--- src/rtl/jb_cplane_bid_pkg.sv ---
// Shared types and helpers for the C-plane beam-ID receive path.
package jb_cplane_bid_pkg;

    // Largest number of symbols one beam-ID record may cover.
    localparam int MAX_SYMBOL = 14;

    // One record as it is held in the FIFO and in the egress record register.
    // all_prb is decoded once at ingress so the egress side only forwards it.
    typedef struct packed {
        logic [14:0] beamid15;
        logic [7:0]  cc_id;
        logic [7:0]  num_prbc;
        logic        all_prb;
        logic [3:0]  num_symbol;
        logic        rb;
        logic [11:0] remask;
        logic [9:0]  start_prbc;
        logic        tlast;
    } bid_rec_t;

    // Egress sequencer states.
    typedef enum logic {
        IDLE = 1'b0,
        EMIT = 1'b1
    } bid_state_e;

    // A record is usable only when it covers 1..MAX_SYMBOL symbols.
    function automatic logic is_legal_rec(input logic [3:0] num_symbol);
        return (num_symbol != 4'd0) && (num_symbol <= 4'(MAX_SYMBOL));
    endfunction

endpackage

--- src/rtl/jb_sync_fifo.sv ---
// Single-clock ring-buffer FIFO; the head entry is presented straight from
// the register array and the level is also offered one cycle early.
module jb_sync_fifo #(
    parameter int WIDTH = 60,
    parameter int DEPTH = 8
) (
    input  logic                     clk,
    input  logic                     rst,
    input  logic                     push_i,
    input  logic [WIDTH-1:0]         push_data_i,
    input  logic                     pop_i,
    output logic [WIDTH-1:0]         head_o,
    output logic                     empty_o,
    output logic [$clog2(DEPTH):0]   level_o,
    output logic [$clog2(DEPTH):0]   level_nxt_o
);

    localparam int PTR_W = $clog2(DEPTH);
    localparam int LVL_W = $clog2(DEPTH) + 1;

    logic [WIDTH-1:0] mem_q [DEPTH];
    logic [PTR_W-1:0] wr_ptr_q;
    logic [PTR_W-1:0] rd_ptr_q;
    logic [LVL_W-1:0] level_q;
    logic [LVL_W-1:0] level_d;
    logic             full;
    logic             do_push;
    logic             do_pop;

    // Popping an empty FIFO is ignored; a push into a full FIFO is allowed
    // only when the head leaves in the same cycle, which frees its slot.
    always_comb begin
        full    = (level_q == LVL_W'(DEPTH));
        do_pop  = pop_i && (level_q != '0);
        do_push = push_i && (!full || do_pop);
        level_d = level_q + LVL_W'(do_push) - LVL_W'(do_pop);
    end

    // Storage array needs no reset: entries are only read once written.
    always_ff @(posedge clk) begin
        if (do_push) begin
            mem_q[wr_ptr_q] <= push_data_i;
        end
    end

    // Pointers wrap naturally because DEPTH is a power of two.
    always_ff @(posedge clk) begin
        if (rst) begin
            wr_ptr_q <= '0;
            rd_ptr_q <= '0;
            level_q  <= '0;
        end else begin
            if (do_push) begin
                wr_ptr_q <= wr_ptr_q + PTR_W'(1);
            end
            if (do_pop) begin
                rd_ptr_q <= rd_ptr_q + PTR_W'(1);
            end
            level_q <= level_d;
        end
    end

    assign head_o      = mem_q[rd_ptr_q];
    assign empty_o     = (level_q == '0);
    assign level_o     = level_q;
    assign level_nxt_o = level_d;

endmodule

--- src/rtl/jb_cplane_bid_rx.sv ---
// Receives beam-ID records from the fronthaul C-plane parser, buffers them
// and replays each record once per symbol towards the beam-weight lookup.
module jb_cplane_bid_rx
    import jb_cplane_bid_pkg::*;
#(
    parameter int DEPTH = 8,
    parameter int CNT_W = 16
) (
    input  logic                   clk,
    input  logic                   rst,
    input  logic [14:0]            in_beamid15,
    input  logic [7:0]             in_cc_id,
    input  logic [7:0]             in_num_prbc,
    input  logic [3:0]             in_num_symbol,
    input  logic                   in_rb,
    input  logic [11:0]            in_remask,
    input  logic [9:0]             in_start_prbc,
    input  logic                   in_tlast,
    input  logic                   in_valid,
    output logic                   in_ready,
    output logic                   out_valid,
    input  logic                   out_ready,
    output logic [14:0]            out_beamid15,
    output logic [7:0]             out_cc_id,
    output logic [9:0]             out_start_prbc,
    output logic [7:0]             out_num_prbc,
    output logic                   out_all_prb,
    output logic                   out_rb,
    output logic [11:0]            out_remask,
    output logic [3:0]             out_sym_idx,
    output logic                   out_sym_last,
    output logic                   out_set_last,
    output logic [$clog2(DEPTH):0] fifo_level,
    output logic [CNT_W-1:0]       rec_cnt,
    output logic [CNT_W-1:0]       drop_cnt
);

    localparam int LVL_W = $clog2(DEPTH) + 1;

    bid_rec_t         in_rec;
    logic             in_fire;
    logic             in_legal;
    logic             push;
    bid_rec_t         head;
    logic [$bits(bid_rec_t)-1:0] head_bits;
    logic             fifo_empty;
    logic [LVL_W-1:0] level_nxt;
    logic             pop;
    logic             sym_last;

    logic             in_ready_q;
    logic             in_ready_d;
    logic [CNT_W-1:0] rec_cnt_q;
    logic [CNT_W-1:0] rec_cnt_d;
    logic [CNT_W-1:0] drop_cnt_q;
    logic [CNT_W-1:0] drop_cnt_d;

    bid_state_e       state_q;
    bid_rec_t         rec_q;
    logic [3:0]       sym_q;
    logic             out_valid_q;

    // Pack the incoming record and decide whether it is worth storing.
    always_comb begin
        in_rec            = '0;
        in_rec.beamid15   = in_beamid15;
        in_rec.cc_id      = in_cc_id;
        in_rec.num_prbc   = in_num_prbc;
        in_rec.all_prb    = (in_num_prbc == 8'd0);
        in_rec.num_symbol = in_num_symbol;
        in_rec.rb         = in_rb;
        in_rec.remask     = in_remask;
        in_rec.start_prbc = in_start_prbc;
        in_rec.tlast      = in_tlast;
        in_fire           = in_valid && in_ready;
        in_legal          = is_legal_rec(in_num_symbol);
        push              = in_fire && in_legal;
    end

    jb_sync_fifo #(
        .WIDTH($bits(bid_rec_t)),
        .DEPTH(DEPTH)
    ) u_fifo (
        .clk         (clk),
        .rst         (rst),
        .push_i      (push),
        .push_data_i (in_rec),
        .pop_i       (pop),
        .head_o      (head_bits),
        .empty_o     (fifo_empty),
        .level_o     (fifo_level),
        .level_nxt_o (level_nxt)
    );

    assign head = bid_rec_t'(head_bits);

    // Pull a record either when idle or when the current one finishes its
    // last symbol, so consecutive records stream without a gap.
    always_comb begin
        sym_last = (sym_q == (rec_q.num_symbol - 4'd1));
        pop      = 1'b0;
        case (state_q)
            IDLE:    pop = !fifo_empty;
            EMIT:    pop = out_valid_q && out_ready && sym_last && !fifo_empty;
            default: pop = 1'b0;
        endcase
    end

    // Ready and counter next-state; ready looks at next cycle's level so it
    // never depends combinationally on out_ready.
    always_comb begin
        in_ready_d = (level_nxt < LVL_W'(DEPTH));
        rec_cnt_d  = rec_cnt_q;
        drop_cnt_d = drop_cnt_q;
        if (push && (rec_cnt_q != '1)) begin
            rec_cnt_d = rec_cnt_q + CNT_W'(1);
        end
        if (in_fire && !in_legal && (drop_cnt_q != '1)) begin
            drop_cnt_d = drop_cnt_q + CNT_W'(1);
        end
    end

    // Ingress ready flag and saturating status counters.
    always_ff @(posedge clk) begin
        if (rst) begin
            in_ready_q <= 1'b1;
            rec_cnt_q  <= '0;
            drop_cnt_q <= '0;
        end else begin
            in_ready_q <= in_ready_d;
            rec_cnt_q  <= rec_cnt_d;
            drop_cnt_q <= drop_cnt_d;
        end
    end

    // Egress sequencer: loads a record, then walks its symbols one beat at a
    // time, holding every field while the consumer stalls.
    always_ff @(posedge clk) begin
        if (rst) begin
            state_q     <= IDLE;
            rec_q       <= '0;
            sym_q       <= '0;
            out_valid_q <= 1'b0;
        end else begin
            case (state_q)
                IDLE: begin
                    if (pop) begin
                        rec_q       <= head;
                        sym_q       <= '0;
                        out_valid_q <= 1'b1;
                        state_q     <= EMIT;
                    end
                end
                EMIT: begin
                    if (out_ready) begin
                        if (!sym_last) begin
                            sym_q <= sym_q + 4'd1;
                        end else if (pop) begin
                            rec_q <= head;
                            sym_q <= '0;
                        end else begin
                            out_valid_q <= 1'b0;
                            state_q     <= IDLE;
                        end
                    end
                end
                default: begin
                    state_q     <= IDLE;
                    out_valid_q <= 1'b0;
                end
            endcase
        end
    end

    assign in_ready       = in_ready_q && !rst;
    assign out_valid      = out_valid_q;
    assign out_beamid15   = rec_q.beamid15;
    assign out_cc_id      = rec_q.cc_id;
    assign out_start_prbc = rec_q.start_prbc;
    assign out_num_prbc   = rec_q.num_prbc;
    assign out_all_prb    = rec_q.all_prb;
    assign out_rb         = rec_q.rb;
    assign out_remask     = rec_q.remask;
    assign out_sym_idx    = sym_q;
    assign out_sym_last   = sym_last;
    assign out_set_last   = sym_last && rec_q.tlast;
    assign rec_cnt        = rec_cnt_q;
    assign drop_cnt       = drop_cnt_q;

endmodule

--- config.mk ---
export PLATFORM = sky130hd
export DESIGN_NAME = jb_cplane_bid_rx
export DESIGN_NICKNAME = d
export VERILOG_FILES = /design/src/rtl/jb_cplane_bid_pkg.sv /design/src/rtl/jb_sync_fifo.sv /design/src/rtl/jb_cplane_bid_rx.sv
export SDC_FILE = /design/constraint.sdc
export NUM_CORES = 1
export LEC_CHECK = 0
export BUFFER_PORTS_ARGS = -buffer_cell sky130_fd_sc_hd__buf_4
export CORE_ASPECT_RATIO = 1.5
export CORE_MARGIN = 4
export CORE_UTILIZATION = 54
export DETAILED_ROUTE_END_ITERATION = 6
export PLACE_DENSITY = 0.76
export SKIP_LAST_GASP = 1
export SLEW_MARGIN = 20
export SYNTH_ARGS = -nofsm -noshare
export SYNTH_HDL_FRONTEND = slang
export SYNTH_SLANG_ARGS = --single-unit
export TNS_END_PERCENT = 10
--- constraint.sdc ---
create_clock -name clk -period 8.4 [get_ports clk]
set_input_delay 0.84 -clock clk [delete_from_list [all_inputs] [get_ports clk]]
set_output_delay 0.84 -clock clk [all_outputs]
set_load 0.01 [all_outputs]
==> results.py, run 1 <==
metrics = {
    "run_status": {
        "outcome": "complete, no violations",
    },
    "floorplan": {
        "die_w_um": 177,
        "core_region_area_mm2": 0.0422,
        "die_area_mm2": 0.0464,
        "num_rows": 92,
        "io_pins": 162,
        "initial_core_util": 0.549,
        "die_h_um": 262,
    },
    "global_route": {
        "grt_max_degree": 87,
        "grt_pass1_vias": 11757,
        "grt_pass1_wl_um": 68500,
        "grt.total_usage": 0.193,
        "antenna_found_initial": 3,
        "grt_overflow": 0,
    },
    "timing": {
        "finalSetupViolCount": 0,
        "final_hold_viol_count": 0,
        "worst-slew-pin-transition_ns": 1.09,
        "period_share": 0.429,
        "clock-skew-final_ns": 0.0158,
        "slew_violations": 0,
        "rsz0062_at_grt": "false",
        "fmax_ghz": 0.278,
        "fin_crit_ns": 3.60,
        "slew_headroom": 0.274,
    },
    "synthesis": {
        "netlist_instances": 1249,
        "synthMuxAreaShare": 0.147,
        "synth_edf_count": 480,
        "synth_compound_area_frac": 0.0436,
        "synth.avg_cell_area_um2": 18.6,
        "synth_nets": 1324,
        "synth_seq_cells": 592,
        "synth-adder-area-share": 0.00679,
        "synthArstFlopShare": 0,
        "synth_top_family_by_area": "multiplexers",
        "synth.distinct_cells": 59,
        "yosys_warnings": 0,
        "netlist_area_mm2": 0.0232,
        "synthSimpleGateAreaFrac": 0.0411,
        "synth_xor_area_frac": 0.0119,
        "synthTopCellsByArea": "edfxtp_1, mux4_2, dfxtp_1, mux2i_1, a211oi_2",
        "ys_seq_area_frac": 0.718,
        "synth_ff_type": "edfxtp_1",
        "synthDominantCellAreaShare": 0.621,
        "post-synth-top-area-cell": "edfxtp_1",
    },
    "final_layout": {
        "nets": 1438,
        "area_delta_synth_final_pct": 13.6,
        "drive_above_1_share": 0.318,
        "fin_area_mm2": 0.0264,
    },
    "place": {
        "hpwl_um": 25000,
        "globalplace.congestion": 0.777,
        "dpl_cell_area_mm2": 0.0246,
        "portBuffers": 161,
    },
    "worst_setup_path": {
        "critical_path_arrival_ns": 3.78,
        "worst_path_largest_cell_delay_ns": 0.80,
        "r2r_cells": 9,
        "required_ns": 8.58,
        "worst_r2r_endpoint": "u_fifo.mem_q[6][19]",
        "path_cells": "inv_1 > ha_1 > nor3b_1 > or3_1 > o31ai_4 > buf_4 > o211ai_1 > nor3b_2 > buf_4",
        "endpoint_kind": "flop",
        "crit_type": "flop to flop",
        "crit_buf_inv": 3,
        "path_max_fanout": 60,
        "reg2reg_from": "u_fifo.level_o[2]",
        "cp-start-kind": "flop",
        "reg2reg_slack_ns": 4.80,
        "slowest_stage": "buf_4",
        "cp_common_cell": "buf_4",
        "critical_path.top_delay_family": "buffers and inverters",
    },
    "clock_tree": {
        "cts_sinks": 592,
        "cts.path.max_buffers": 3,
        "clk_pin_slew_ns": 0.06,
        "ctsHoldBuffers": 0,
        "cts_tree": "done",
        "post_cts_resized": 0,
        "htree_num_levels": 2,
        "cts_buffers": 51,
        "clock_latency_ns": 0.56,
        "root_buffer": "clkbuf_16",
        "cts_setup_buffers": 0,
    },
    "power_and_ir_drop": {
        "power_mw": 7.91,
        "p_leak_nw": 8.56,
        "powerDensity_mw_per_mm2": 300,
        "ir_worst_vdd_mv": 0.190,
    },
    "routing": {
        "routed_wl_um": 44700,
        "first_pass_iters": 4,
        "dr_total_vias": 11396,
        "drtIter0Drc": 769,
        "wl_per_cell_um": 22.7,
        "vias_per_cell": 5.78,
        "drc": 0,
        "postRouteAntennaNets": 0,
    },
    "hold_path": {
        "holdPathStages": 1,
        "worstHoldStart": "in_beamid15[7]",
        "min_to": "u_fifo.mem_q[0][52]",
        "hold_path.class": "primary input to flop",
    },
    "run": {
        "drv_cap": 0,
    },
}
[cell usage after synthesis (8+ instances only)]
| library cell | number |
|---|---|
| inv_1 | 13 |
| buf_2 | 19 |
| a21oi_1 | 8 |
| dfxtp_1 | 112 |
| mux2i_1 | 70 |
| buf_4 | 61 |
| a211oi_1 | 11 |
| ha_1 | 11 |
| a211oi_2 | 50 |
| xnor2_1 | 23 |
| nor2_1 | 93 |
| nand3_1 | 10 |
| nor3_1 | 11 |
| edfxtp_1 | 480 |
| nand2_1 | 25 |
| clkbuf_1 | 29 |
| nor4_1 | 11 |
| mux4_2 | 120 |
[per-stage QoR]
stage | instances | setup TNS (ns) | setup WS, ns | hold WS [ns] | utilization
floorplan | 1249 | -14.43 | -0.120 | 0.478 | -
global placement | 1874 | 0 | 4.60 | 0.477 | 0.583
detailed placement | 1874 | 0 | 4.54 | 0.489 | 0.583
CTS | 1969 | 0 | 4.75 | 0.480 | 0.624
global route | 1970 | 0 | 4.57 | 0.488 | 0.624
finish | 1970 | 0 | 4.80 | 0.504 | 0.624
[where the power goes]
group	switching (mW)	internal [mW]	total, mW
sequential	0.227	3.42	3.65
clock	0.996	1.41	2.41
combinational	0.942	0.912	1.85
total	2.16	5.75	7.91
[cell type report]
cell class,instances,area (µm²)
Multi-Input combinational cell,527,5860
Clock inverter,20,255
Antenna cell,1,2.50
Tap cell,564,706
Sequential cell,592,16700
Inverter,14,52.6
Clock buffer,75,1490
Fill cell,2900,15900
Timing Repair Buffer,177,1330
[logic make-up after synthesis]
kind of cell             after synthesis
buffers and inverters                130
adder cells (fa/ha/maj)               12
AO/OA/AOI/OAI                        100
XOR/XNOR                              30
flip-flops                           592
multiplexers                         191
AND/OR/NAND/NOR                      194
[cells in the final DEF, fill, tap and decap left out, types with 4 or more instances in the layout]
cell | Yosys | routed
clkbuf_1 | 29 | 14
xor2_1 | 6 | 6
buf_4 | 61 | 177
mux4_2 | 120 | 120
clkinv_2 | 0 | 8
nand4_1 | 7 | 7
nor3_1 | 11 | 9
mux2i_1 | 70 | 70
a211oi_1 | 11 | 11
a211oi_2 | 50 | 50
nor2b_1 | 4 | 4
clkbuf_16 | 0 | 53
nand3_1 | 10 | 10
and4_1 | 5 | 5
clkbuf_8 | 0 | 8
edfxtp_1 | 480 | 480
a21oi_1 | 8 | 8
nor4_1 | 11 | 10
ha_1 | 11 | 11
xnor2_1 | 23 | 23
o21a_1 | 4 | 4
bufinv_16 | 0 | 6
dfxtp_1 | 112 | 109
nand2_1 | 25 | 25
inv_1 | 13 | 13
nor2_1 | 93 | 92
or4_1 | 5 | 5
[state kept, by name, indices dropped and copies added, names as in the netlist, 4 cells and up, named ones only]
name	flops
drop_cnt	16
out_beamid15	15
out_cc_id	8
out_num_prbc	8
out_remask	12
out_start_prbc	10
out_sym_idx	4
rec_cnt	16
rec_q	5
u_fifo.level_o	4
u_fifo.mem_q	480
[worst max path at each step]
stage                     cells past startpoint             endpoint  slack [ns]               from
after floorplan                               5   u_fifo.mem_q[1][0]       -0.12   in_num_symbol[3]
after detailed placement                      8   u_fifo.mem_q[6][3]        4.54          out_ready
final                                         9  u_fifo.mem_q[6][19]        4.80  u_fifo.level_o[2]
after global routing                          9  u_fifo.mem_q[6][19]        4.57          rec_q[24]
after CTS                                     9  u_fifo.mem_q[6][19]        4.75  u_fifo.level_o[2]
after global placement                        8   u_fifo.mem_q[6][2]        4.60          out_ready
[layer usage]
layer,GRT usage,vias to the layer above,part of all wire
li1,-,5140,-
met3,0.0367,73,0.054
met2,0.350,296,0.54
met5,0,-,0.00054
met4,0.0555,4,0.024
met1,0.237,5883,0.38
Note: power is estimated with default switching activity, not from simulation.
==> run 2: changes to the inputs <==
- clock period: 8.4 -> 3 ns (I/O delays scaled with it)
==> results.py, run 2 (synthesis results as in run 1) <==
metrics = {
    "run_status": {
        "outcome": "complete, no violations",
    },
    "worst_setup_path": {
        "path_cells": "inv_2 > ha_2 > nor3b_2 > or3_4 > o31ai_4 > buf_4 > buf_12 > nor2_1 > a211oi_2",
        "worst_path_largest_cell_delay_ns": 0.57,
        "required_ns": 3.48,
        "critical_path_arrival_ns": 3.33,
        "endpoint_kind": "flop",
        "cp-start-kind": "flop",
        "slowest_stage": "buf_4",
        "path_max_fanout": 45,
        "crit_type": "flop to flop",
    },
    "clock_tree": {
        "root_buffer": "clkbuf_16",
        "cts_tree": "done",
        "cts_setup_buffers": 0,
        "htree_num_levels": 2,
        "cts_sinks": 592,
        "cts_buffers": 53,
        "cts.path.max_buffers": 3,
        "clk_pin_slew_ns": 0.06,
        "clock_latency_ns": 0.57,
    },
    "routing": {
        "vias_per_cell": 5.74,
        "drc": 0,
        "routed_wl_um": 46400,
        "dr_total_vias": 11773,
        "first_pass_iters": 5,
        "postRouteAntennaNets": 0,
        "drtIter0Drc": 738,
        "wl_per_cell_um": 22.6,
    },
    "timing": {
        "rsz0062_at_grt": "true",
        "clock-skew-final_ns": 0.0104,
        "final.setup.worst_slack_ns": 0.148,
        "slew_violations": 0,
        "final_hold_viol_count": 0,
        "period_share": 0.951,
        "fin_crit_ns": 2.85,
        "finalSetupTns_ns": 0,
        "fmax_ghz": 0.351,
        "finalSetupViolCount": 0,
        "worst-slew-pin-transition_ns": 0.901,
        "slew_headroom": 0.399,
    },
    "final_layout": {
        "drive_above_1_share": 0.319,
        "area_delta_synth_final_pct": 18.1,
        "nets": 1517,
        "regArea_mm2": 0.0167,
        "top_register": "u_fifo.mem_q",
        "fill_cells": 2752,
        "layout_common_cells": "edfxtp_1, buf_4, mux4_2",
        "final_common_cell": "edfxtp_1",
        "multiInputGateArea_mm2": 0.00594,
        "largest_reg_flops": 480,
    },
    "power_and_ir_drop": {
        "powerDensity_mw_per_mm2": 821,
        "power_mw": 22.5,
        "ir_worst_vdd_mv": 0.551,
        "p_leak_nw": 8.96,
    },
    "global_route": {
        "grt_overflow": 0,
        "grt.total_usage": 0.203,
        "antenna_found_initial": 2,
        "grt_max_degree": 61,
        "grt_pass1_vias": 12580,
        "grt_pass1_wl_um": 72500,
    },
    "floorplan": {
        "num_rows": 92,
        "die_w_um": 177,
        "io_pins": 162,
        "die_area_mm2": 0.0464,
        "core_region_area_mm2": 0.0422,
        "initial_core_util": 0.549,
        "die_h_um": 262,
    },
    "run": {
        "drv_cap": 0,
    },
    "place": {
        "globalplace.congestion": 0.795,
        "hpwl_um": 27200,
        "portBuffers": 161,
        "place_worst_setup_slack_ns": 0.178,
    },
    "hold_path": {
        "hold_path.class": "primary input to flop",
    },
}
[run 2: changes by cell type in the layout (fill, tap and decap cells not counted), moves of 3 or more]
cell | previous run | this run
clkbuf_16 | 53 | 56
clkinv_1 | 3 | 7
clkbuf_8 | 8 | 4
buf_12 | 0 | 18
dlygate4sd3_1 | 0 | 59
[run 2: per-layer routing]
metal	part of all wire	vias to the layer above	global-route usage	wire (µm)
li1	-	5299	-	-
met1	0.40	6120	0.259	18400
met2	0.54	288	0.365	24800
met3	0.046	64	0.0307	2150
met4	0.021	2	0.0563	962
met5	0.00039	-	0	18
[run 2: path summary, 6_finish.rpt]
path                                   startpoint             end  slack [ns]  cells past startpoint
worst max-delay path            u_fifo.level_o[3]  out_remask[11]        0.15                      9
worst min-delay path                    out_ready         state_q        0.05                      3
worst max register to register  u_fifo.level_o[3]  out_remask[11]        0.15                      9
worst min register to register          out_valid       out_valid        0.50                      2
[run 2: what timing repair did]
| action | 4_1_cts | 5_1_grt |
|---|---|---|
| hold endpoints to repair | 472 | 0 |
| hold buffers | 59 | 0 |
| endpoints found under the setup margin | 0 | 22 |
| gates resized for setup | 0 | 2 |
[run 2: critical path: cells and delay by family (launching register included)]
kind,cells,cell delay (ns)
buf+inv,3,0.93
compound gates,2,0.65
simple gates,3,0.60
flops,1,0.36
fa+ha+maj,1,0.17
[run 2: final cells by class]
type                            instances  area share
Sequential cell                       592       0.608
Clock inverter                         27      0.0101
Tap cell                              564      0.0257
Timing Repair Buffer                  254      0.0838
Inverter                               14     0.00192
Clock buffer                           73      0.0541
Multi-Input combinational cell        527       0.216
Antenna cell                            1   0.0000912
[run 2: power breakdown]
group	leakage [nW]	switching [mW]	internal, mW
clock network	0.852	2.84	3.91
registers	5.25	0.586	9.58
logic	2.86	2.85	2.75
[run 2: stage by stage]
stage	hold slack, ns	cell area [µm²]	utilization	instances
2_1_floorplan	0.399	23300	-	1249
4_1_cts	0.0182	27400	0.649	2051
3_5_place_dp	0.492	25100	0.593	1892
3_3_place_gp	0.479	25100	0.593	1892
5_1_grt	0.0739	27400	0.649	2052
6_report	0.0531	27400	0.649	2052
